===== src/rtl/rtype_exec_sequencer.sv =====
// Multi-cycle R-type controller: fetch, decode, ALU/regfile control, and
// a stall state that waits on an iterative multiplier.
module rtype_exec_sequencer #(
  parameter int unsigned          PC_WIDTH = 32,
  parameter logic [PC_WIDTH-1:0]  RESET_PC = '0,
  parameter int unsigned          PC_STEP  = 4
) (
  input  logic                clock,
  input  logic                reset,
  input  logic                start,
  input  logic                halt_req,
  output logic                imem_req,
  output logic [PC_WIDTH-1:0] imem_addr,
  input  logic                imem_valid,
  input  logic [31:0]         imem_rdata,
  output logic [4:0]          rs1_addr,
  output logic [4:0]          rs2_addr,
  output logic [4:0]          rd_addr,
  output logic [3:0]          alu_control,
  output logic                mul_start,
  input  logic                mul_done,
  output logic                regwrite_control,
  output logic                busy,
  output logic                illegal_instr,
  output logic [31:0]         retired_count
);

  localparam logic [2:0] S_IDLE     = 3'd0;
  localparam logic [2:0] S_FETCH    = 3'd1;
  localparam logic [2:0] S_DECODE   = 3'd2;
  localparam logic [2:0] S_EXEC     = 3'd3;
  localparam logic [2:0] S_MUL_WAIT = 3'd4;
  localparam logic [2:0] S_WB       = 3'd5;
  localparam logic [2:0] S_TRAP     = 3'd6;

  localparam logic [6:0] OPC_RTYPE = 7'b0110011;
  localparam logic [3:0] ALU_AND = 4'b0000;
  localparam logic [3:0] ALU_OR  = 4'b0001;
  localparam logic [3:0] ALU_ADD = 4'b0010;
  localparam logic [3:0] ALU_SLL = 4'b0011;
  localparam logic [3:0] ALU_SUB = 4'b0100;
  localparam logic [3:0] ALU_SRL = 4'b0101;
  localparam logic [3:0] ALU_MUL = 4'b0110;
  localparam logic [3:0] ALU_XOR = 4'b0111;

  logic [2:0]          r_state;
  logic [2:0]          w_next;
  logic [31:0]         r_ir;
  logic [PC_WIDTH-1:0] r_pc;
  logic                r_halt;
  logic [31:0]         r_retired;
  logic [4:0]          r_rs1;
  logic [4:0]          r_rs2;
  logic [4:0]          r_rd;
  logic [3:0]          r_alu;
  logic                r_imem_req;
  logic                r_mul_start;
  logic                r_regwrite;
  logic                r_busy;
  logic                r_illegal;

  logic [2:0]          w_funct3;
  logic [6:0]          w_funct7;
  logic                w_legal;
  logic                w_is_mul;
  logic [3:0]          w_alu;
  logic                w_busy_state;
  logic                w_next_busy;

  assign w_funct3     = r_ir[14:12];
  assign w_funct7     = r_ir[31:25];
  assign w_busy_state = (r_state != S_IDLE) && (r_state != S_TRAP);
  assign w_next_busy  = (w_next != S_IDLE) && (w_next != S_TRAP);
  assign w_is_mul     = w_legal && (w_alu == ALU_MUL);

  // Instruction decode from the held IR; only funct7=32 variant accepted is SUB.
  always_comb begin
    w_legal = 1'b0;
    w_alu   = ALU_AND;
    if (r_ir[6:0] == OPC_RTYPE) begin
      case (w_funct3)
        3'd0: begin
          if (w_funct7 == 7'd0) begin
            w_legal = 1'b1;
            w_alu   = ALU_ADD;
          end else if (w_funct7 == 7'd32) begin
            w_legal = 1'b1;
            w_alu   = ALU_SUB;
          end
        end
        3'd1: begin w_legal = (w_funct7 == 7'd0); w_alu = ALU_SLL; end
        3'd2: begin w_legal = (w_funct7 == 7'd0); w_alu = ALU_MUL; end
        3'd4: begin w_legal = (w_funct7 == 7'd0); w_alu = ALU_XOR; end
        3'd5: begin w_legal = (w_funct7 == 7'd0); w_alu = ALU_SRL; end
        3'd6: begin w_legal = (w_funct7 == 7'd0); w_alu = ALU_OR;  end
        3'd7: begin w_legal = (w_funct7 == 7'd0); w_alu = ALU_AND; end
        default: ;
      endcase
    end
  end

  always_ff @(posedge clock or posedge reset) begin
    if (reset) r_state <= S_IDLE;
    else       r_state <= w_next;
  end

  always_comb begin
    w_next = r_state;
    case (r_state)
      S_IDLE:     if (start) w_next = S_FETCH;
      S_FETCH:    if (imem_valid) w_next = S_DECODE;
      S_DECODE:   w_next = w_legal ? S_EXEC : S_TRAP;
      S_EXEC:     w_next = w_is_mul ? S_MUL_WAIT : S_WB;
      S_MUL_WAIT: if (mul_done) w_next = S_WB;
      S_WB:       w_next = (r_halt || halt_req) ? S_IDLE : S_FETCH;
      S_TRAP:     if (start) w_next = S_FETCH;
      default:    w_next = S_IDLE;
    endcase
  end

  // Datapath registers; outputs are registered from the next state so they
  // line up with the state they describe.
  always_ff @(posedge clock or posedge reset) begin
    if (reset) begin
      r_pc        <= RESET_PC;
      r_ir        <= 32'd0;
      r_halt      <= 1'b0;
      r_retired   <= 32'd0;
      r_rs1       <= 5'd0;
      r_rs2       <= 5'd0;
      r_rd        <= 5'd0;
      r_alu       <= 4'd0;
      r_imem_req  <= 1'b0;
      r_mul_start <= 1'b0;
      r_regwrite  <= 1'b0;
      r_busy      <= 1'b0;
      r_illegal   <= 1'b0;
    end else begin
      if (((r_state == S_IDLE) || (r_state == S_TRAP)) && start)
        r_pc <= RESET_PC;
      else if (r_state == S_WB)
        r_pc <= r_pc + PC_WIDTH'(PC_STEP);

      if ((r_state == S_FETCH) && imem_valid)
        r_ir <= imem_rdata;

      if (r_state == S_DECODE) begin
        r_rs1 <= r_ir[19:15];
        r_rs2 <= r_ir[24:20];
        r_rd  <= r_ir[11:7];
        r_alu <= w_alu;
      end

      if (r_state == S_WB)
        r_retired <= r_retired + 32'd1;

      if ((r_state == S_WB) || (w_next == S_TRAP))
        r_halt <= 1'b0;
      else if (w_busy_state && halt_req)
        r_halt <= 1'b1;

      r_imem_req  <= (w_next == S_FETCH);
      r_busy      <= w_next_busy;
      r_mul_start <= (w_next == S_EXEC) && w_is_mul;
      r_regwrite  <= (w_next == S_WB) && (r_ir[11:7] != 5'd0);

      if (w_next == S_TRAP)
        r_illegal <= 1'b1;
      else if ((r_state == S_TRAP) && start)
        r_illegal <= 1'b0;
    end
  end

  assign imem_req         = r_imem_req;
  assign imem_addr        = r_pc;
  assign rs1_addr         = r_rs1;
  assign rs2_addr         = r_rs2;
  assign rd_addr          = r_rd;
  assign alu_control      = r_alu;
  assign mul_start        = r_mul_start;
  assign regwrite_control = r_regwrite;
  assign busy             = r_busy;
  assign illegal_instr    = r_illegal;
  assign retired_count    = r_retired;

endmodule


===== config.mk =====
export PLATFORM = sky130hd
export DESIGN_NAME = rtype_exec_sequencer
export DESIGN_NICKNAME = d
export VERILOG_FILES = /design/src/rtl/rtype_exec_sequencer.sv
export SDC_FILE = /design/constraint.sdc
export NUM_CORES = 1
export LEC_CHECK = 0
export CORE_UTILIZATION = 45
export CTS_BUF_LIST = sky130_fd_sc_hd__clkbuf_4 sky130_fd_sc_hd__clkbuf_8
export DETAILED_ROUTE_END_ITERATION = 8
export HOLD_SLACK_MARGIN = 0.02
export PLACE_DENSITY = 0.8
export SYNTH_ARGS = -nofsm -noshare
export SYNTH_HDL_FRONTEND = slang
export SYNTH_SLANG_ARGS = --single-unit

===== constraint.sdc =====
create_clock -name clock -period 4.7 [get_ports clock]
set_input_delay 0.94 -clock clock [delete_from_list [all_inputs] [get_ports clock]]
set_output_delay 0.94 -clock clock [all_outputs]
set_load 0.005 [all_outputs]

After elaboration in Yosys (flattened, before gate mapping)

Index checks and enable logic that the tools add are counted.

Reduce and logical (&&, ||, !) cells: 23
Add/subtract/negate cells: 2
Multiplexer cells: 21
Equal/unequal tests: 21

Operators with widths:

| operator                                            | number |
|---|---|
| 2-to-1 mux 32 bit                                   | 2 |
| case mux 3 bit (6 select lines)                     | 2 |
| adder 32 x 1 -> 32 bit, second input constant       | 1 |
| adder 32 x 3 -> 32 bit, second input constant       | 1 |
| equality test 3 bit, second input constant          | 9 |
| 2-to-1 mux 3 bit                                    | 7 |
| equality test 7 x 6 -> 1 bit, second input constant | 2 |
| equality test 3 x 2 -> 1 bit, second input constant | 4 |
| equality test 3 x 1 -> 1 bit, second input constant | 3 |
| logical AND 1 bit                                   | 9 |
| 2-to-1 mux 1 bit                                    | 9 |
| zero test 7 bit                                     | 1 |
| zero test 3 bit                                     | 2 |
| != test 3 bit, second input constant                | 2 |
| nonzero test 2 bit                                  | 3 |
| nonzero test 3 bit                                  | 2 |
| OR reduction 6 bit                                  | 1 |
| nonzero test 5 bit                                  | 1 |
| equality test 4 x 3 -> 1 bit, second input constant | 1 |
| logical OR 1 bit                                    | 3 |
| case mux 1 bit (2 select lines)                     | 1 |
| OR reduction 2 bit                                  | 1 |

Input port bits: 38
Output and inout bits: 88
Bits in registers: 124
Word-level logic and storage cells: 81

Logic depth before layout (Yosys ltp)

Gate-level depths: netlist of the first run.

Word-level depth: 12
Depth in mapped cells: 7
Mapped depth without buffers: 5

Worst setup path after synthesis of the first run

OpenSTA, ideal clock, no wires.

Kind: in2reg
From: in imem_valid
To: reg r_ir[16]
Setup slack: 2.431 ns
Data arrival time: 2.144 ns
Buffers on the path: 1
Cell stages on the path: 4
Cell sequence: nand2_1 nor3_1 clkbuf_1 mux2_2

Longest elaborated chain between the ends: 1

RTL lines:

| element              | RTL line | RTL |
|---|---|---|
| start, declared      | 14       | `input logic imem_valid,` |
| logical AND 1 bit    | 144      | `if ((r_state == S_FETCH) && imem_valid)` |
| end signal, assigned | 145      | `r_ir <= imem_rdata;` |
| end, declared        | 48       | `logic [31:0] r_ir;` |

Every way passes these cells.
A chain may end at the register's enable or synchronous reset.

Final worst setup path of the first run

From: reg r_state[2]
To: reg r_retired[20] (netlist: retired_count[20])

Longest elaborated chain between the ends: 1

RTL lines:

| element                | RTL line | RTL |
|---|---|---|
| start, declared        | 46       | `logic [2:0] r_state;` |
| start signal, assigned | 104      | `else r_state <= w_next;` |
| equality test 3 bit    | 154      | `if (r_state == S_WB)` |
| end signal, assigned   | 155      | `r_retired <= r_retired + 32'd1;` |
| end, declared          | 51       | `logic [31:0] r_retired;` |

Every way passes these cells.

==> results of run 1 <==
## stage by stage
| step | hold slack (ps) | instance area, um2 |
|---|---|---|
| floorplan | 435 | 5550 |
| global placement | 443 | 6900 |
| detailed placement | 456 | 6900 |
| CTS | 478 | 7450 |
| global route | 500 | 7450 |
| finish | 472 | 7450 |
## per-layer routing
layer  share of wire  vias up  global-route usage  routed length, um
met5               0        -                   0                  0
met4           0.018        0              0.0991                238
met3           0.062       21              0.0670                819
met2            0.48      131               0.355               6390
met1            0.44     2179               0.281               5750
li1                -     2125                   -                  -
## flip-flops by register name, indices dropped and copies added, names as in the netlist
name / cells
alu_control: 3
busy: 1
illegal_instr: 1
imem_addr: 30
imem_req: 1
mul_start: 1
r_halt: 1
r_ir: 32
r_state: 3
rd_addr: 5
regwrite_control: 1
retired_count: 32
rs1_addr: 5
rs2_addr: 5
## worst min path at each step
stage	start	end	slack [ps]
after floorplan	r_ir[15]	rs1_addr[0]	430
after global placement	r_ir[22]	rs2_addr[2]	440
after detailed placement	r_ir[19]	rs1_addr[4]	460
after CTS	r_ir[23]	rs2_addr[3]	480
after global routing	r_ir[17]	rs1_addr[2]	500
final	r_ir[23]	rs2_addr[3]	470
## worst max-delay path, stage by stage, from the launching register on
cell and delay [ps]:
dfrtp_1 710, nand4b_1 350, nor4_1 1010, nand4_1 230, xnor2_1 190
## cells by family after synthesis
family / after synthesis / synth area share
DFF: 121 / 0.546
muxes: 35 / 0.0702
adders and majority gates: 2 / 0.00451
other: 1 / 0.000676
xor gates and xnor gates: 43 / 0.0679
and+or+nand+nor: 224 / 0.210
AOI/OAI and AO/OA: 62 / 0.0720
buffers and inverters: 37 / 0.0284
## synth_stat cells (all sizes together), types with 3 or more instances
cell type,number,area (um2)
nand4,22,138
nor2,27,101
buf,10,55.1
a21oi,22,110
or4,17,131
xor2,9,78.8
mux2,31,349
clkbuf,13,50.0
xnor2,34,298
nor4,9,56.3
nand2,82,308
nand2b,4,25.0
o21ai,11,55.1
or3,8,50.1
o31ai,9,67.6
inv,14,52.6
dfrtp,121,3030
and4,6,52.6
nor3,4,20.0
nor2b,3,18.8
nand3,24,120
mux2i,4,40.0
and3,5,31.3
and2,4,25.0
## area by class of cell
type	instances	area (um2)
inverters	14	55.1
multi-input cells	369	2370
well taps	147	184
flip-flops and latches	121	3030
clock inverters	12	267
repair buffers	126	1260
clock buffers	20	275
fillers	994	4570
## power groups by stage
stage | registers, mW | logic (mW) | clock network [mW]
final | 1.54 | 0.890 | 1.25
after global routing | 1.59 | 0.990 | 1.32
after CTS | 1.54 | 0.902 | 1.28
after detailed placement | 1.55 | 0.896 | 0
after global placement | 1.54 | 0.863 | 0
after floorplan | 1.46 | 0.595 | 0
==> results.yml, run 1 <==
detailed_routing:
  dr.pass1.iters: 4
  wl_per_cell_um: 16.3
  vias_per_cell: 5.51
  final_antenna_net_count: 0
  drt_iter0_markers: 283
  finalWirelength_um: 13200
  drc_errors: 0
  num_vias: 4456
synth:
  syn_area_per_cell_um2: 10.6
  synth_ff_type: "dfrtp_1"
  yosysWarnings: 0
  synth_edf_count: 0
  synth_cells: 525
  async_reset_ff_frac: 1.00
  netlist_area_um2: 5550
  ys_seq_area_frac: 0.546
  ys_ff_latch: 121
  synth_cell_type_count: 55
worst_setup_path:
  worst-setup-path-type: "reg2reg"
  cp-endpoint: "retired_count[20]"
  r2r-end: "retired_count[20]"
  worstPathRequired_ps: 5030
  reg2reg_depth: 4
  cp-startpoint: "r_state[2]"
  reg2reg_from: "r_state[2]"
  end_kind: "flip-flop"
  start_kind: "flip-flop"
  reg2reg_slack_ps: 2100
  worst-path-max-fanout: 16
  worstPathArrival_ps: 2930
pwr:
  p_leak_nw: 3.13
  pwr-share-seq: 0.418
  vdd_drop_max_mv: 0.293
  p_int_mw: 2.62
  pwr-share-clk: 0.340
  power_mw: 3.69
  p_sw_frac: 0.289
  combPwrFrac: 0.241
  p_sw_mw: 1.07
  powerDensity_nw_per_um2: 495
floorplanning:
  die_h_um: 113
  ioPinCount: 126
  rows: 40
  core_area_um2: 12000
  start_util: 0.462
  dieArea_um2: 12800
  dieWidth_um: 113
status:
  status: "finished, final reports clean"
clock_tree:
  cts.reportedPaths.clkPinSlew_ps: 80
  cts.path.max_buffers: 2
  cts_hold_buf: 0
  worstSkewPairLatency_ps: 440
  cts_buffers: 17
  h-tree-depth: 4
  cts_resized: 0
  clockRootBuffer: "clkbuf_8"
  cts_setup_buffers: 0
  cts.sinks: 121
  cts_tree: "done"
sta:
  layout_setup_ws_ps: 2100
  setup_viol: 0
  drv_slew: 0
  skew_ps: 9.90
  worstMarginPinSlew_ps: 1100
  fmax_mhz: 384
  finalSetupTns_ps: 0
  fin_crit_sh: 0.553
  finalCriticalPeriod_ps: 2600
  timing.final.hold_violations: 0
  grt_setup_unrepaired: "false"
  maxSlewHeadroom: 0.261
layout:
  fin_util: 0.620
  drive_gt1_frac: 0.110
  mostFrequentLayoutCells: "clkdlybuf4s50_1 (122), dfrtp_1 (121), nand2_1 (82)"
  nets: 689
  finalNonFillerCells: 809
  layout-area-overhead-vs-synth_pct: 34.2
  antenna_cells: 0
  final_common_cell: "clkdlybuf4s50_1"
flow_run:
  drv.max_cap_violation_count: 0
grt:
  grt_max_degree: 122
  grt_pass1_wl_um: 22300
  grt_overflow: 0
  grt_usage: 0.223
  antenna_found_initial: 0
  grt_pass1_vias: 4656
min_path:
  hold_depth: 2
  hp-class: "reg2reg"
placement:
  post-place-ws_ps: 1870
  dp_hpwl_um: 9070
  place_congestion: 0.806
  io_buffers: 122
  dp.cells: 777
No activity file was read; power rests on OpenSTA's default activity.
==> run 2, diff against run 1 <==
==> constraint.sdc (replaced) <==
create_clock -name clock -period 2.6 [get_ports clock]
set_input_delay 0.52 -clock clock [delete_from_list [all_inputs] [get_ports clock]]
set_output_delay 0.52 -clock clock [all_outputs]
set_load 0.005 [all_outputs]
==> run 2 against run 1 <==
  * Global-route usage down 0.76 points
  * Via count up 2.6%
  * First-iteration DRC count increased by 9.9%
  * Hold slack worse by 5.2 ps
  * Wire length decreased by 1.9%
  * Non-clock buffer count rose by 10
  * Critical path type unchanged
==> results.yml, run 2 (synthesized netlist as in run 1, its figures left out) <==
clock_tree:
  cts_buffers: 17
  cts.reportedPaths.clkPinSlew_ps: 80
  clockRootBuffer: "clkbuf_8"
  cts_resized: 0
  cts_hold_buf: 0
  cts.sinks: 121
  h-tree-depth: 4
  cts.path.max_buffers: 2
  worstSkewPairLatency_ps: 420
  cts_setup_buffers: 0
  cts_tree: "done"
sta:
  timing.final.hold_violations: 0
  finalCriticalPeriod_ps: 2280
  fin_crit_sh: 0.877
  maxSlewHeadroom: 0.562
  setup_viol: 0
  finalSetupTns_ps: 0
  grt_setup_unrepaired: "false"
  drv_slew: 0
  worst_hold_slack_ps: 467
  skew_ps: 15.2
  worstMarginPinSlew_ps: 651
  fmax_mhz: 438
  layout_setup_ws_ps: 319
worst_setup_path:
  worst-path-max-fanout: 8
  worstPathRequired_ps: 2950
  cp-startpoint: "imem_addr[2]"
  worst-setup-path-type: "reg2reg"
  r2r-end: "imem_addr[30]"
  reg2reg_depth: 5
  worstPathArrival_ps: 2630
  end_kind: "flip-flop"
  start_kind: "flip-flop"
  reg2reg_slack_ps: 320
  reg2reg_from: "imem_addr[2]"
  cp-endpoint: "imem_addr[30]"
grt:
  grt_usage: 0.215
  grt_pass1_wl_um: 21800
  antenna_found_initial: 0
  grt_overflow: 0
  grt_pass1_vias: 4547
  grt_max_degree: 59
floorplanning:
  start_util: 0.462
  dieWidth_um: 113
  ioPinCount: 126
  dieArea_um2: 12800
  core_area_um2: 12000
  die_h_um: 113
  rows: 40
layout:
  mostFrequentLayoutCells: "clkdlybuf4s50_1 (122), dfrtp_1 (121), nand2_1 (82)"
  layout-area-overhead-vs-synth_pct: 34.0
  antenna_cells: 0
  final_common_cell: "clkdlybuf4s50_1"
  nets: 699
  drive_gt1_frac: 0.122
pwr:
  p_int_mw: 4.38
  p_sw_frac: 0.305
  vdd_drop_max_mv: 0.515
  powerDensity_nw_per_um2: 847
  pwr-share-clk: 0.295
  combPwrFrac: 0.275
  pwr-share-seq: 0.430
  p_sw_mw: 1.92
  p_leak_nw: 3.13
detailed_routing:
  finalWirelength_um: 12900
  final_antenna_net_count: 0
  vias_per_cell: 5.59
  num_vias: 4572
  drt_iter0_markers: 311
  drc_errors: 0
  dr.pass1.iters: 7
  wl_per_cell_um: 15.8
placement:
  dp_hpwl_um: 9260
  post-place-ws_ps: 309
  io_buffers: 122
  place_congestion: 0.907
flow_run:
  drv.max_cap_violation_count: 0
min_path:
  hp-class: "reg2reg"
status:
  status: "finished, final reports clean"
## run 2: changes by cell type in the layout (fill, tap and decap cells not counted), sizes merged
cell / before / now
buf: 4 / 14
clkinvlp: 1 / 2
bufinv: 8 / 4
clkbuf: 20 / 21
inv: 14 / 15
## run 2: per-stage QoR
step                      std cells   util  area, um2  power [mW]
after floorplan                 527      -       5560        3.72
after global placement          787  0.582       6990        4.39
after detailed placement        787  0.582       6990        4.48
after CTS                       818  0.619       7430        6.34
after global routing            818  0.619       7430        6.68
final                           818  0.619       7430        6.30
## run 2: layout make-up
type                            instances  area [um2]
Clock inverter                         10         168
Inverter                               14        56.3
Tap cell                              147         184
Clock buffer                           21         270
Timing Repair Buffer                  136        1350
Multi-Input combinational cell        369        2370
Fill cell                             992        4580
Sequential cell                       121        3030
## run 2: power groups by stage
stage               clock (mW)  sequential (mW)  combinational [mW]
floorplan                    0             2.64                1.08
global placement             0             2.71                1.67
detailed placement           0             2.74                1.73
CTS                       1.89             2.71                1.75
global route              1.98             2.78                1.92
finish                    1.86             2.71                1.73
## run 2: how the worst min path moves through the flow
stage | start | slack [ps] | end | depth (start not counted)
finish | r_ir[24] | 470 | rs2_addr[4] | 2
global placement | r_ir[21] | 440 | rs2_addr[1] | 2
detailed placement | r_ir[15] | 450 | rs1_addr[0] | 2
CTS | r_ir[24] | 470 | rs2_addr[4] | 2
floorplan | r_ir[15] | 430 | rs1_addr[0] | 2
global route | r_ir[24] | 490 | rs2_addr[4] | 2
## run 2: worst max-delay path, stage by stage, from the launching register on
cell     delay (ps)
dfrtp_1         420
ha_1            340
inv_1           110
or4_1           680
or4_1           510
a21oi_1         160
## run 2: layer usage
layer	vias to the layer above	routed length, um	GRT usage
met5	-	0	0
met1	2231	5510	0.278
met3	18	906	0.0632
met2	185	6360	0.351
li1	2138	-	-
met4	0	174	0.0649
==> run 3, diff against run 2 <==
==> constraint.sdc (replaced) <==
create_clock -name clock -period 2.92 [get_ports clock]
set_input_delay 0.584 -clock clock [delete_from_list [all_inputs] [get_ports clock]]
set_output_delay 0.584 -clock clock [all_outputs]
set_load 0.005 [all_outputs]
==> run 3 against run 2 <==
  * Global-route usage increased by 0.81 points
  * Maximum frequency fell by 0.91%
  * Sequential share of layout area rose by 0.53 points
  * Die area unchanged
  * Non-clock buffer count is 3 lower
  * Hold slack better by 8.8 ps
==> results.yml, run 3 (synthesized netlist as in run 1, its figures left out) <==
placement:
  io_buffers: 122
  placed_area_um2: 6960
  post-place-ws_ps: 620
  place_congestion: 0.885
  dp_hpwl_um: 9440
grt:
  grt_usage: 0.223
  grt_overflow: 0
  grt_pass1_vias: 4613
  grt_max_degree: 81
  antenna_found_initial: 0
  grt_pass1_wl_um: 22500
floorplanning:
  dieWidth_um: 113
  die_h_um: 113
  dieArea_um2: 12800
  core_area_um2: 12000
  rows: 40
  start_util: 0.462
  ioPinCount: 126
sta:
  finalCriticalPeriod_ps: 2300
  setup_viol: 0
  worstMarginPinSlew_ps: 712
  fmax_mhz: 434
  drv_slew: 0
  finalSetupTns_ps: 0
  timing.final.hold_violations: 0
  layout_setup_ws_ps: 618
  skew_ps: 11.9
  maxSlewHeadroom: 0.521
  fin_crit_sh: 0.788
  grt_setup_unrepaired: "false"
flow_run:
  drv.max_cap_violation_count: 0
clock_tree:
  cts_hold_buf: 0
  h-tree-depth: 4
  cts_buffers: 17
  worstSkewPairLatency_ps: 430
  cts_resized: 0
  cts.reportedPaths.clkPinSlew_ps: 80
  cts.path.max_buffers: 2
  cts_setup_buffers: 0
  cts.sinks: 121
  cts_tree: "done"
  clockRootBuffer: "clkbuf_8"
detailed_routing:
  drc_errors: 0
  drt_iter0_markers: 300
  vias_per_cell: 5.53
  num_vias: 4510
  finalWirelength_um: 13300
  dr.pass1.iters: 5
  wl_per_cell_um: 16.3
  final_antenna_net_count: 0
layout:
  final_common_cell: "clkdlybuf4s50_1"
  fin_area_um2: 7340
  nets: 696
  mostFrequentLayoutCells: "clkdlybuf4s50_1 (122), dfrtp_1 (121), nand2_1 (82)"
  antenna_cells: 0
  layout-area-overhead-vs-synth_pct: 32.3
  drive_gt1_frac: 0.120
min_path:
  holdPathEnd: "rs2_addr[1]"
  hp-class: "reg2reg"
  hp-start: "r_ir[21]"
  hold_depth: 2
worst_setup_path:
  reg2reg_slack_ps: 620
  reg2reg_from: "r_state[0]"
  r2r-end: "imem_addr[30]"
  worstPathArrival_ps: 2650
  worst-setup-path-type: "reg2reg"
  end_kind: "flip-flop"
  worstPathRequired_ps: 3270
  start_kind: "flip-flop"
  worst-path-max-fanout: 17
  reg2reg_depth: 4
pwr:
  power_mw: 5.37
  p_leak_nw: 3.07
  powerDensity_nw_per_um2: 732
  vdd_drop_max_mv: 0.416
status:
  status: "finished, final reports clean"
==> run 3: cell count changes in the layout (fill, tap and decap cells not counted), sizes merged <==
| cell | previous run | this run |
|---|---|---|
| bufinv | 4 | 1 |
| inv | 15 | 18 |
| clkinv | 3 | 5 |
| clkinvlp | 2 | 5 |
| buf | 14 | 11 |
| clkbuf | 21 | 17 |
==> run 3: power breakdown <==
group	leakage, nW	internal (mW)	switching [mW]
Combinational	1.31	0.814	0.696
Clock	0.180	0.687	0.744
Sequential	1.58	2.08	0.345
Total	3.07	3.59	1.79
==> run 3: how the worst max path moves through the flow <==
stage	from	to	slack, ps	depth (start not counted)
final	r_state[0]	imem_addr[30]	620	4
after global routing	r_state[0]	imem_addr[30]	460	4
after CTS	r_state[0]	imem_addr[30]	620	4
after detailed placement	imem_valid	r_ir[2]	620	5
after global placement	r_state[0]	imem_addr[30]	710	4
after floorplan	reset	alu_control[0]	850	1
==> run 3: layout make-up <==
type	instances	area, um2
Fill cell	1014	4680
Sequential cell	121	3030
Multi-Input combinational cell	369	2370
Timing Repair Buffer	133	1320
Clock buffer	17	234
Tap cell	147	184
Clock inverter	15	144
Inverter	14	56.3
==> run 3: per-stage QoR <==
| step | hold slack (ps) | instances | util |
|---|---|---|---|
| 5_1_grt | 499 | 816 | 0.611 |
| 2_1_floorplan | 435 | 527 | - |
| 6_report | 475 | 816 | 0.611 |
| 3_5_place_dp | 457 | 784 | 0.579 |
| 4_1_cts | 475 | 816 | 0.611 |
| 3_3_place_gp | 444 | 784 | 0.579 |
==> run 3: per-layer routing <==
layer  vias up  track usage  wire length (um)
met5         -            0                 0
met4         0       0.0825               222
met3        19       0.0595               892
met2       164        0.366              6600
met1      2202        0.285              5570
li1       2125            -                 -
==> run 3: critical path: stages, from the launching register on <==
cell	delay, ps
dfrtp_1	650
nand3b_4	170
or4_1	690
or4_1	550
a21oi_1	160
